===== config.mk =====
export PLATFORM = sky130hd
export DESIGN_NAME = s27_bist
export DESIGN_NICKNAME = d
export VERILOG_FILES = /design/src/rtl/s27_bist.sv
export SDC_FILE = /design/constraint.sdc
export NUM_CORES = 1
export LEC_CHECK = 0
export ABC_AREA = 0
export ABC_CLOCK_PERIOD_IN_PS = 5100
export BUFFER_PORTS_ARGS = -buffer_cell sky130_fd_sc_hd__buf_2
export CAP_MARGIN = 30
export CORE_UTILIZATION = 63
export CTS_BUF_LIST = sky130_fd_sc_hd__clkbuf_2 sky130_fd_sc_hd__clkbuf_4 sky130_fd_sc_hd__clkbuf_8
export DETAILED_ROUTE_END_ITERATION = 7
export GPL_TIMING_DRIVEN = 0
export PLACE_DENSITY_LB_ADDON = 0.12
export SETUP_SLACK_MARGIN = 0.2
export SLEW_MARGIN = 20
export SYNTH_ARGS = -nofsm -noshare
export SYNTH_HDL_FRONTEND = slang
export SYNTH_SLANG_ARGS = --single-unit

===== constraint.sdc =====
create_clock -name CK -period 5.1 [get_ports CK]
set_clock_uncertainty 0.1 [all_clocks]
set_input_delay 0.255 -clock CK [delete_from_list [all_inputs] [get_ports CK]]
set_output_delay 0.255 -clock CK [all_outputs]
set_load 0.005 [all_outputs]

===== src/rtl/s27_bist.sv =====
// s27_bist: BIST controller for the s27 benchmark.
// Applies an initialising vector, then LFSR patterns to G0..G3, compacts
// the G17 response into an 8-bit SISR and compares it with GOLDEN at the end.
module s27_bist #(
    parameter int unsigned NPAT     = 15,
    parameter logic [3:0]  SEED     = 4'b0001,
    parameter logic [7:0]  GOLDEN   = 8'h00,
    parameter int unsigned INIT_CYC = 2
) (
    input  logic       CK,
    input  logic       RN,
    input  logic       START,
    input  logic       G17,
    output logic       G0,
    output logic       G1,
    output logic       G2,
    output logic       G3,
    output logic       BUSY,
    output logic       DONE,
    output logic       PASS,
    output logic [7:0] SIG
);

    typedef enum logic [1:0] {
        S_IDLE  = 2'd0,
        S_INIT  = 2'd1,
        S_APPLY = 2'd2,
        S_DONE  = 2'd3
    } state_t;

    localparam logic [7:0] NPAT_LAST = 8'(NPAT - 1);
    localparam logic [7:0] INIT_LAST = 8'(INIT_CYC - 1);
    localparam logic [3:0] INIT_VEC  = 4'b0011;

    state_t     r_state;
    state_t     w_state_nxt;
    logic [3:0] r_p;
    logic [3:0] w_p_nxt;
    logic [7:0] r_sig;
    logic [7:0] w_sig_nxt;
    logic [7:0] r_cnt;
    logic [7:0] w_cnt_nxt;
    logic       r_busy;
    logic       r_done;
    logic       r_pass;
    logic       w_busy_nxt;
    logic       w_done_nxt;
    logic       w_pass_nxt;

    // Next-state, pattern, signature and counter update; status outputs are
    // derived from the next state so that they come straight out of flops.
    always_comb begin
        w_state_nxt = r_state;
        w_p_nxt     = r_p;
        w_sig_nxt   = r_sig;
        w_cnt_nxt   = r_cnt;
        case (r_state)
            S_IDLE, S_DONE: begin
                if (START) begin
                    w_state_nxt = S_INIT;
                    w_p_nxt     = INIT_VEC;
                    w_sig_nxt   = '0;
                    w_cnt_nxt   = '0;
                end
            end
            S_INIT: begin
                if (r_cnt == INIT_LAST) begin
                    w_state_nxt = S_APPLY;
                    w_p_nxt     = SEED;
                    w_cnt_nxt   = '0;
                end else begin
                    w_cnt_nxt = r_cnt + 8'd1;
                end
            end
            S_APPLY: begin
                w_sig_nxt = {r_sig[6:0], r_sig[7] ^ r_sig[5] ^ r_sig[4] ^ r_sig[3] ^ G17};
                w_cnt_nxt = r_cnt + 8'd1;
                if (r_cnt == NPAT_LAST) begin
                    w_state_nxt = S_DONE;
                    w_p_nxt     = '0;
                end else begin
                    w_p_nxt = {r_p[2:0], r_p[3] ^ r_p[2]};
                end
            end
            default: begin
                w_state_nxt = S_IDLE;
                w_p_nxt     = '0;
            end
        endcase
        w_busy_nxt = (w_state_nxt == S_INIT) || (w_state_nxt == S_APPLY);
        w_done_nxt = (w_state_nxt == S_DONE);
        w_pass_nxt = w_done_nxt && (w_sig_nxt == GOLDEN);
    end

    // State and datapath registers with asynchronous active-low reset.
    always_ff @(posedge CK or negedge RN) begin
        if (!RN) begin
            r_state <= S_IDLE;
            r_p     <= '0;
            r_sig   <= '0;
            r_cnt   <= '0;
            r_busy  <= 1'b0;
            r_done  <= 1'b0;
            r_pass  <= 1'b0;
        end else begin
            r_state <= w_state_nxt;
            r_p     <= w_p_nxt;
            r_sig   <= w_sig_nxt;
            r_cnt   <= w_cnt_nxt;
            r_busy  <= w_busy_nxt;
            r_done  <= w_done_nxt;
            r_pass  <= w_pass_nxt;
        end
    end

    assign G0   = r_p[0];
    assign G1   = r_p[1];
    assign G2   = r_p[2];
    assign G3   = r_p[3];
    assign BUSY = r_busy;
    assign DONE = r_done;
    assign PASS = r_pass;
    assign SIG  = r_sig;

endmodule


After elaboration in Yosys (flattened, before gate mapping)

Cells that the tools add are included.

Reduce and logical (&&, ||, !) cells: 6
Add/subtract/negate cells: 1
Equal/unequal tests: 10
Bitwise gates (word level): 5
Multiplexer cells: 13

Operators with widths:

| cell                                                | count |
|---|---|
| two-way mux 8 bit                                   | 3 |
| case mux 8 bit (3 select lines)                     | 1 |
| case mux 8 bit (2 select lines)                     | 1 |
| two-way mux 4 bit                                   | 3 |
| case mux 4 bit (3 select lines)                     | 1 |
| adder 8 x 1 -> 8 bit, second input constant         | 1 |
| equality test 2 bit, second input constant          | 4 |
| equality test 8 x 1 -> 1 bit, second input constant | 1 |
| equality test 8 x 4 -> 1 bit, second input constant | 1 |
| logical NOT 8 bit                                   | 1 |
| two-way mux 2 bit                                   | 3 |
| case mux 2 bit (3 select lines)                     | 1 |
| bitwise XOR 1 bit                                   | 5 |
| equality test 2 x 1 -> 1 bit, second input constant | 2 |
| != test 2 bit, second input constant                | 2 |
| logical NOT 2 bit                                   | 1 |
| AND reduction 2 bit                                 | 1 |
| OR reduction 2 bit                                  | 1 |
| logical AND 1 bit                                   | 1 |
| logical OR 1 bit                                    | 1 |

Input port bits: 4
Logic and storage cells: 42
Flip-flop bits (word level): 25

Longest topological paths before layout

Depth after elaboration: 7
Depth in mapped cells: 9
Depth with buffers taken out: 9

Least setup slack after synthesis

No wires, ideal clock.

Kind: register -> register
Start point: register r_cnt[4]
End point: register r_pass, in the netlist PASS
Arrival: 1.958 ns
Path slack: 2.915 ns
Cell stages (with the launch flop): 9
Data required time: 4.872 ns
Library setup time: 0.128 ns
Path through: dfrtp_1 > or4_1 > buf_2 > o31a_1 > a221oi_1 > a21oi_1 > ha_1 > o211ai_1 > a211oi_1

Cells in the longest elaborated chain, start to end: 5
Elaborated cells between the ends (all ways): 7
Classes of those cells: eq/ne: 3; mux: 3; reduce/logical: 1

RTL lines:

| what                                                                         | RTL line | source |
|---|---|---|
| start: declaration                                                           | 41       | `logic [7:0] r_cnt;` |
| start signal: assignment                                                     | 109      | `r_cnt <= w_cnt_nxt;` |
| equality test 8 x 4 -> 1 bit or equality test 8 x 1 -> 1 bit (tied branches) | 78, 67   |  |
| two-way mux 2 bit (on tied branches)                                         | 78, 67   |  |
| case mux 2 bit (3 select lines) *                                            | 57       | `case (r_state)` |
| via w_state_nxt[0]                                                           | 36       | `state_t w_state_nxt;` |
| equality test 2 bit *                                                        | 91       | `w_done_nxt = (w_state_nxt == S_DONE);` |
| via w_done_nxt                                                               | 47       | `logic w_done_nxt;` |
| logical AND 1 bit *                                                          | 92       | `w_pass_nxt = w_done_nxt && (w_sig_nxt == GOLDEN);` |
| via w_pass_nxt                                                               | 48       | `logic w_pass_nxt;` |
| end signal: assignment                                                       | 112      | `r_pass <= w_pass_nxt;` |
| end: declaration                                                             | 45       | `logic r_pass;` |

The timed path passes the listed nets; every way through them passes the cells marked *.
A chain may end at the register's enable or synchronous reset.

Final worst setup path

Same ends and word-level chain as after synthesis.

==> flow_summary.yaml <==
outcome:
  outcome: "finished, final reports clean"
grt:
  grt.total_usage_pct: 26.2
  grt_max_degree: 26
  grt_pass1_vias: 942
  grt_pass1_wl_mm: 4.02
  grt-ovfl-total: 0
  grt_antenna_before_repair: 0
synthesis:
  async_flop_share_pct: 100
  synthTopCellsByArea: "dfrtp_1, a22o_1, ha_1"
  synthTopCellsByCount: "dfrtp_1, o21ai_0, a22o_1"
  synth_top_area_share_pct: 47.8
  synthFlopType: "dfrtp_1"
  synth_area_mm2: 0.00131
  synth_edf_count: 0
  synth-seq-area-share_pct: 47.8
  synth.largest_area_cell: "dfrtp_1"
  synth_cell_types: 37
  avgSynthCellArea_um2: 10.6
  synth_seq_cells: 25
  yosys_warnings: 0
  synth_most_common_cell: "dfrtp_1"
  syn_inst: 124
  synth_nets: 134
placed_design:
  placed_cells: 169
  routabilityCongestion: 0.833
  dp_hpwl_mm: 1.88
  io_buffers: 18
timing:
  period_share_pct: 47.4
  rsz0062_at_grt: "false"
  hold_viol_final: 0
  max_freq_mhz: 414
  finalSetupViolations: 0
  slew_headroom_pct: 63.2
  period_needed_ns: 2.42
  tightest_slew_ns: 0.552
  setup_tns_ns: 0
  final_max_slew_viol_count: 0
drt:
  post_drt_wl_per_cell_um: 15.2
  wl_mm: 2.65
  initialDrtViolationCount: 15
  firstDrtPassIters: 4
  vias_per_cell: 6.06
  drc: 0
  ant_nets: 0
  dr_total_vias: 1055
hold_path:
  hp-class: "in -> reg"
die:
  start_util_pct: 66.8
  coreArea_mm2: 0.00196
  die_width_um: 47.6
  fp-row-count: 16
  ioPinCount: 19
  dieArea_mm2: 0.00227
  die_h_um: 47.6
power_and_ir_drop:
  switching_share_pct: 40.6
  clkPwrFrac_pct: 14.3
  p_sw_uw: 268
  power.share.sequential_pct: 40.4
  leakage_uw: 0.000741
  ir_worst_vdd_mv: 0.266
  p_int_uw: 393
  powerDensity_mw_per_mm2: 449
  pwr-share-comb_pct: 45.3
finish:
  fin_cells: 174
  diodes: 0
  drive_gt1_share_pct: 18.4
  nets: 158
  syn_to_final_growth_pct: 12.5
  final.fill_count: 152
clock_network:
  h-tree-depth: 1
  clock_path_buffers: 2
  clk_latency_ns: 0.31
  cts.clk_slew.worst_paths_ns: 0.13
  cts.sinks: 25
  root_buffer: "clkbuf_4"
  numCtsBuffers: 3
  tritoncts: "built"
  post_cts_resized: 0
setup_path:
  arrival_ns: 2.55
  startpoint_type: "flop"
  critical_path.max_fanout: 5
  critPathKind: "reg -> reg"
  crit_path_end_kind: "flop"
  cp_data_required_time_ns: 5.24
run:
  drv_cap: 0
[layout make-up]
cell class                 count  area [um2]  area share, %
buffer                         4        16.3           1.10
clock buffer                   4        30.0           2.04
inverter                       8        30.0           2.04
multi-input combinational     87         638           43.3
sequential                    25         626           42.4
tap                           27        33.8           2.29
timing repair buffer          19         100           6.79
[cell usage in the layout, fill, tap and decap left out, types with 2 or more instances in the layout]
cell type,netlist,final
dfrtp_1,25,25
buf_2,1,19
o21ai_0,11,11
a22o_1,10,10
inv_1,8,8
ha_1,6,6
nand2_1,5,5
nor3_1,5,5
nor2_1,4,4
a21oi_1,4,4
o22ai_1,4,4
clkbuf_4,0,4
clkbuf_1,3,3
nand2b_1,3,3
nand3_1,3,3
xnor2_1,3,3
a21o_1,3,3
nor2b_1,2,2
xor2_1,2,2
or3_1,2,2
and3_1,2,2
nor3b_1,2,2
[cell families (layout without fill, tap and decap cells)]
logic type,Yosys count,after routing,share of synthesized area (%)
flip-flops,25,25,47.8
AO/OA/AOI/OAI,43,43,24.5
buffers and inverters,12,35,3.53
AND/OR/NAND/NOR,31,31,12.6
XOR/XNOR,6,6,5.06
multiplexers,1,1,0.860
adder cells (fa/ha/maj),6,6,5.73
[sequential cells by signal (all words and copies together) (netlist names)]
register  cells
BUSY          1
DONE          1
PASS          1
SIG           8
r_cnt         8
r_p           4
r_state       2
[timing repair]
item | 4_1_cts | 5_1_grt
hold endpoints to repair | 25 | 0
setup buffers | 0 | 0
hold buffers | 1 | 0
[power by group through the flow]
stage / combinational (uW) / clock, uW / sequential, uW
finish: 299 / 94.7 / 267
global route: 339 / 102 / 272
CTS: 298 / 95.6 / 266
detailed placement: 297 / 0 / 271
global placement: 282 / 0 / 268
floorplan: 209 / 0 / 270
[worst max-delay path, stage by stage (launching register included)]
cell      delay, ns
dfrtp_1        0.44
or4_1          0.52
buf_2          0.17
nor3_1         0.22
o22ai_1        0.09
a21boi_0       0.30
ha_1           0.23
o211ai_1       0.08
a211oi_1       0.18
[metrics by stage]
stage          hold WS (ns)  power (uW)  util [%]  area, um2  setup WS (ns)
5_1_grt               0.233         713      75.1       1470           2.53
3_5_place_dp          0.177         568      73.1       1430           2.73
4_1_cts               0.211         660      75.1       1470           2.70
6_report              0.222         661      75.1       1470           2.68
2_1_floorplan        -0.141         478         -       1310           2.91
3_3_place_gp          0.165         550      73.1       1430           2.72
[path summary, 6_finish.rpt]
path / slack [ns] / endpoint / cells past startpoint / startpoint
worst max-delay path: 2.68 / PASS / 8 / r_cnt[4]
worst min-delay path: 0.22 / r_state[1] / 3 / START
worst max register to register: 2.68 / PASS / 8 / r_cnt[4]
worst min register to register: 0.44 / r_p[2] / 1 / r_p[1]
max in group asynchronous: 4.20 / SIG[3] / 2 / RN
min in group asynchronous: 0.33 / r_cnt[0] / 2 / RN
[routing by layer]
metal,vias up,routed length [um],global-route usage (%)
li1,500,-,-
met1,521,1220,33.3
met2,29,1270,42.2
met3,5,114,6.79
met4,0,44,12.2
met5,-,0,0
Power figures use the tool's default switching activity.
